`config.mk`:
```
export PLATFORM = sky130hd
export DESIGN_NAME = timer_bus_arbiter
export DESIGN_NICKNAME = d
export VERILOG_FILES = /design/src/rtl/timer_bus_arbiter.sv
export SDC_FILE = /design/constraint.sdc
export NUM_CORES = 1
export LEC_CHECK = 0
export CORE_ASPECT_RATIO = 1.75
export CORE_MARGIN = 1.5
export CORE_UTILIZATION = 35
export CTS_CLUSTER_SIZE = 12
export DETAILED_ROUTE_END_ITERATION = 12
export PLACE_DENSITY = 0.79
export SYNTH_ARGS = -nofsm -noshare
export SYNTH_HDL_FRONTEND = slang
export SYNTH_SLANG_ARGS = --single-unit
```
`constraint.sdc`:
```
create_clock -name clk -period 3.4 [get_ports clk]
set_clock_uncertainty 0.15 [all_clocks]
set_input_delay 0.85 -clock clk [delete_from_list [all_inputs] [get_ports clk]]
set_output_delay 0.85 -clock clk [all_outputs]
set_load 0.05 [all_outputs]
```
`src/rtl/timer_bus_arbiter.sv`:
```
// Round-robin arbiter that shares the Timer slave port among NUM_MASTERS requesters.
// Optional ACCESS-state timeout is compiled in when TIMER_ARB_TIMEOUT_EN is defined.

`ifndef READ
`define READ 1'b1
`endif
`ifndef WRITE
`define WRITE 1'b0
`endif

module timer_bus_arbiter #(
  parameter int NUM_MASTERS    = 4,
  parameter int OWNER_W        = 2,
  parameter int TIMEOUT_CYCLES = 16
) (
  input  logic                      clk,
  input  logic                      rest,
  input  logic [NUM_MASTERS-1:0]    m_req,
  input  logic [NUM_MASTERS-1:0]    m_rw,
  input  logic [NUM_MASTERS*4-1:0]  m_addr,
  input  logic [NUM_MASTERS*32-1:0] m_wr_data,
  output logic [NUM_MASTERS-1:0]    m_ack,
  output logic [NUM_MASTERS-1:0]    m_err,
  output logic [31:0]               m_rd_data,
  output logic                      busy,
  output logic [OWNER_W-1:0]        owner,
  output logic                      tmr_cs,
  output logic                      tmr_as,
  output logic                      tmr_rw,
  output logic [3:0]                tmr_addr,
  output logic [31:0]               tmr_wr_data,
  input  logic                      tmr_rdy,
  input  logic [31:0]               tmr_rd_data
);

  typedef enum logic [1:0] {
    IDLE,
    ACCESS,
    DONE
  } state_t;

  state_t state, state_nxt;

  logic [OWNER_W-1:0] owner_q;
  logic [OWNER_W-1:0] last_grant;
  logic [OWNER_W-1:0] grant_idx;
  logic [OWNER_W-1:0] scan_idx;
  logic               grant_valid;
  logic               lat_rw;
  logic [3:0]         lat_addr;
  logic [31:0]        lat_wr_data;
  logic               timeout_hit;

  logic [3:0]  addr_arr [NUM_MASTERS];
  logic [31:0] data_arr [NUM_MASTERS];

  for (genvar i = 0; i < NUM_MASTERS; i++) begin : g_unpack
    assign addr_arr[i] = m_addr[4*i +: 4];
    assign data_arr[i] = m_wr_data[32*i +: 32];
  end

  // Scan upward from the master after last_grant so the previous winner goes last.
  always_comb begin
    grant_valid = 1'b0;
    grant_idx   = '0;
    scan_idx    = '0;
    for (int k = 1; k <= NUM_MASTERS; k++) begin
      scan_idx = OWNER_W'((int'(last_grant) + k) % NUM_MASTERS);
      if (!grant_valid && m_req[scan_idx]) begin
        grant_valid = 1'b1;
        grant_idx   = scan_idx;
      end
    end
  end

`ifdef TIMER_ARB_TIMEOUT_EN
  localparam int TO_W = $clog2(TIMEOUT_CYCLES + 1);

  logic [TO_W-1:0] to_cnt;
  logic            err_q;

  // Fires on the edge where the counter would reach TIMEOUT_CYCLES; rdy takes precedence.
  assign timeout_hit = (state == ACCESS) && !tmr_rdy &&
                       (to_cnt == TO_W'(TIMEOUT_CYCLES - 1));

  always_ff @(posedge clk or posedge rest) begin
    if (rest) begin
      to_cnt <= '0;
      err_q  <= 1'b0;
    end else if (state == IDLE && grant_valid) begin
      to_cnt <= '0;
      err_q  <= 1'b0;
    end else if (state == ACCESS && !tmr_rdy) begin
      to_cnt <= to_cnt + TO_W'(1);
      if (timeout_hit) begin
        err_q <= 1'b1;
      end
    end
  end
`else
  logic [31:0] unused_timeout_cfg;
  assign unused_timeout_cfg = 32'(TIMEOUT_CYCLES);
  assign timeout_hit        = 1'b0;
`endif

  always_ff @(posedge clk or posedge rest) begin
    if (rest) begin
      state <= IDLE;
    end else begin
      state <= state_nxt;
    end
  end

  always_comb begin
    state_nxt = state;
    case (state)
      IDLE: begin
        if (grant_valid) begin
          state_nxt = ACCESS;
        end
      end
      ACCESS: begin
        if (tmr_rdy || timeout_hit) begin
          state_nxt = DONE;
        end
      end
      DONE:    state_nxt = IDLE;
      default: state_nxt = IDLE;
    endcase
  end

  // Latched request copy drives the Timer so late master-side changes cannot leak through.
  always_ff @(posedge clk or posedge rest) begin
    if (rest) begin
      owner_q     <= '0;
      last_grant  <= OWNER_W'(NUM_MASTERS - 1);
      lat_rw      <= 1'b0;
      lat_addr    <= '0;
      lat_wr_data <= '0;
      m_rd_data   <= '0;
    end else begin
      case (state)
        IDLE: begin
          if (grant_valid) begin
            owner_q     <= grant_idx;
            lat_rw      <= m_rw[grant_idx];
            lat_addr    <= addr_arr[grant_idx];
            lat_wr_data <= data_arr[grant_idx];
          end
        end
        ACCESS: begin
          if (tmr_rdy) begin
            if (lat_rw == `READ) begin
              m_rd_data <= tmr_rd_data;
            end
          end else if (timeout_hit) begin
            m_rd_data <= '0;
          end
        end
        DONE: begin
          last_grant <= owner_q;
        end
        default: begin
        end
      endcase
    end
  end

  always_comb begin
    m_ack = '0;
    m_err = '0;
    if (state == DONE) begin
      m_ack[owner_q] = 1'b1;
`ifdef TIMER_ARB_TIMEOUT_EN
      m_err[owner_q] = err_q;
`endif
    end
  end

  assign busy        = (state != IDLE);
  assign owner       = owner_q;
  assign tmr_cs      = (state == ACCESS);
  assign tmr_as      = (state == ACCESS);
  assign tmr_rw      = lat_rw;
  assign tmr_addr    = lat_addr;
  assign tmr_wr_data = lat_wr_data;

endmodule

```
==> key figures <==
Detailed routing
  – DR WL met3: 1.089 mm
  – Drt initial violations: 79
  – Via density per instance: 5.169
  – Number of nets with antenna violations after detailed routing: 0
  – Vias: 3,701
  – First-pass detailed-route iteration total: 4
  – WL/cell: 18.86 um
  – Final wirelength: 13.50 mm
  – Met2 wire len: 7.606 mm
  – Top routing layer in use: met4
  – DRC Markers: 0
  – Met1 wire length: 4.300 mm

Die
  – Width of the die: 82.77 um
  – Initial core utilization: 36.22%
  – FP Rows: 50
  – IO Pins: 269
  – Core area: 10,760 sq um
  – Die Y: 142.6 um
  – DIE AREA: 11,800 sq um

Yosys
  – Post-synth top area share: 46.87%
  – Count of unique library cells instantiated by Yosys: 30
  – Top FF cell, synth: dfrtp_1
  – Cells after Synth: 321
  – Top cells by area, synth: dfrtp_1 (47%), mux2i_1 (19%), o221ai_1 (8.3%)
  – Syn_area_per_cell: 12.14 sq um
  – Post-Syn Area: 3897 sq um
  – Cell with the most instances after synthesis: mux2i_1
  – Yosys synthesis warning count: 0
  – Fraction of registers with async set/reset: 100.0%
  – Synthesized flop and latch total: 75
  – Post-synth EDFFs: 0
  – Top cells by count, synth: mux2i_1 (75), dfrtp_1 (73), nand2_1 (44)
  – Area leader, netlist: dfrtp_1
  – Sequential fraction of the synthesis area: 48.22%

Timing
  – Setup_tns: 0 ns
  – Final period demand of the worst path: 2.989 ns
  – # setup viols final: 0
  – F_max: 0.3346 GHz
  – Max-slew violation count: 0
  – Unrepaired setup endpoints after global routing: false
  – Final period util: 87.90%
  – Max-slew headroom: 60.65%
  – Worst-Margin Slew: 0.5884 ns
  – Final Hold Viols: 0

Final layout
  – Ant diodes: 0
  – Layout cells sized above 1: 8.020%
  – Area of the multi-input gates: 1795 sq um
  – Finished Cell Area: 6918 sq um
  – Layout area overhead: 77.50%
  – FF/Latch Area: 1879 sq um
  – Non-filler instance count after layout: 716
  – Nets: 768
  – Fill count: 874

Clock network
  – CTS buffer count: 9
  – Root Driver: clkbuf_16
  – H-Tree Depth: 3
  – Deepest clock path buffer count: 2
  – Post-CTS setup buffers: 0
  – Clk_lat worst skew: 0.34 ns
  – Hold buffers post-CTS: 0
  – Worst-path clk slew: 0.06 ns
  – TritonCTS clock tree: built
  – PostCTS Resize Cnt: 0
  – CTS sink count: 75

Place
  – Detailed placement HPWL: 10.70 mm
  – Cell Area, Placed: 6616 sq um
  – Routability Congestion: 0.8322
  – Port-buffer cells: 264
  – Placed insts: 700

Setup path
  – CP startpoint kind: register
  – Worst Path Arrival: 1.99 ns
  – Worst Setup End Kind: primary output
  – CP max FO: 4
  – Worst endpoint required time: 2.40 ns
  – Max stage delay on crit path: 0.81 ns
  – Worst-path cell chain: nor2b_1 -> nand2_1 -> nor2_1 -> clkdlybuf4s50_1
  – CP delay by family, top: buffers and inverters
  – Worst path slowest cell: clkdlybuf4s50_1
  – Kind of critical path: register to primary output
  – Worst path buffer plus inverter count: 1

Outcome
  – Status: finished clean

GRT
  – First-pass GRT wire length: 19.73 mm
  – GRT Util Overall: 22.72%
  – Vias in the first global route: 4,069
  – Initial antenna violation count: 0
  – Grt ovf: 0
  – Largest net degree at the start of global routing: 45

Pwr
  – Pwr dens: 975.6 nW/um^2
  – Pleak: 0.003040 uW
  – IR drop worst, VDD: 0.7071 mV

Min path
  – Worst Hold Class: register to register

Flow run
  – Maxcap violations: 0
## state kept, by name, indices dropped and copies added, names as in the netlist
name / flops
last_grant: 2
state: 2
tmr_wr_data: 32
m_rd_data: 32
tmr_rw: 1
tmr_addr: 4
owner: 2
## worst min-delay path, delay by kind of cell (launching register included)
kind            cells  cell delay (ns)
compound gates      1             0.06
flops               1             0.34
simple gates        1             0.05
## cell families (layout without fill, tap and decap cells)
logic type	after synthesis	count (layout)	synth area share (%)
muxes	108	108	28.80
DFF	75	75	48.22
AOI/OAI and AO/OA	45	45	9.695
buffers and inverters	31	293	6.356
and+or+nand+nor	61	61	6.838
other	1	4	0.09622
## metal layers
layer | track usage (%) | vias up
met5 | 0 | -
met4 | 11.67 | 0
met3 | 6.090 | 38
met2 | 43.77 | 179
met1 | 20.32 | 1786
li1 | - | 1698
## path summary, 6_finish.rpt
| path | start | to | slack, ns | depth (start not counted) |
|---|---|---|---|---|
| worst min register to register | tmr_wr_data[0] | tmr_wr_data[0] | 0.33 | 2 |
| max in group asynchronous | rest | last_grant[1] | 1.60 | 3 |
| worst min-delay path | tmr_wr_data[0] | tmr_wr_data[0] | 0.33 | 2 |
| min in group asynchronous | rest | m_rd_data[23] | 0.72 | 2 |
| worst max-delay path | state[1] | m_ack[1] | 0.41 | 4 |
| worst max register to register | last_grant[1] | tmr_wr_data[16] | 1.31 | 6 |
## cells in the final DEF, fill, tap and decap left out, types with 3 or more instances in the layout
cell type          n
inv_8              3
buf_4              6
a21oi_1            3
nand2_1           44
o221ai_1          37
mux2_1            17
mux2i_1           75
inv_6              3
conb_1             4
clkdlybuf4s50_1  264
clkbuf_16          9
nor2_1             3
nand2b_1           3
mux2_2            16
buf_12             4
dfrtp_1           73
## report_power, final
part / switching [uW] / internal (uW) / total (uW) / leakage [uW]
clock: 439 / 524 / 963 / 0.000150
sequential: 266 / 1350 / 1620 / 0.000908
combinational: 2590 / 1580 / 4170 / 0.00198
## final cells by class
cell class	instances	share of cell area (%)
repair buffers	274	40.01
clock buffers	9	3.256
inverters	3	0.1628
flip-flops and latches	75	27.17
well taps	130	2.351
clock inverters	7	1.103
multi-input cells	218	25.95
## through the flow
stage / setup WS [ns] / utilization [%] / hold slack, ns / total power, uW
global route: 0.3069 / 64.29 / 0.3626 / 7064
CTS: 0.3876 / 64.29 / 0.3385 / 6819
finish: 0.4113 / 64.29 / 0.3335 / 6749
detailed placement: 0.4683 / 61.49 / 0.3221 / 5833
global placement: 0.5376 / 61.49 / 0.3188 / 5728
floorplan: 0.4933 / - / 0.3234 / 4412
Power figures use the tool's default switching activity.
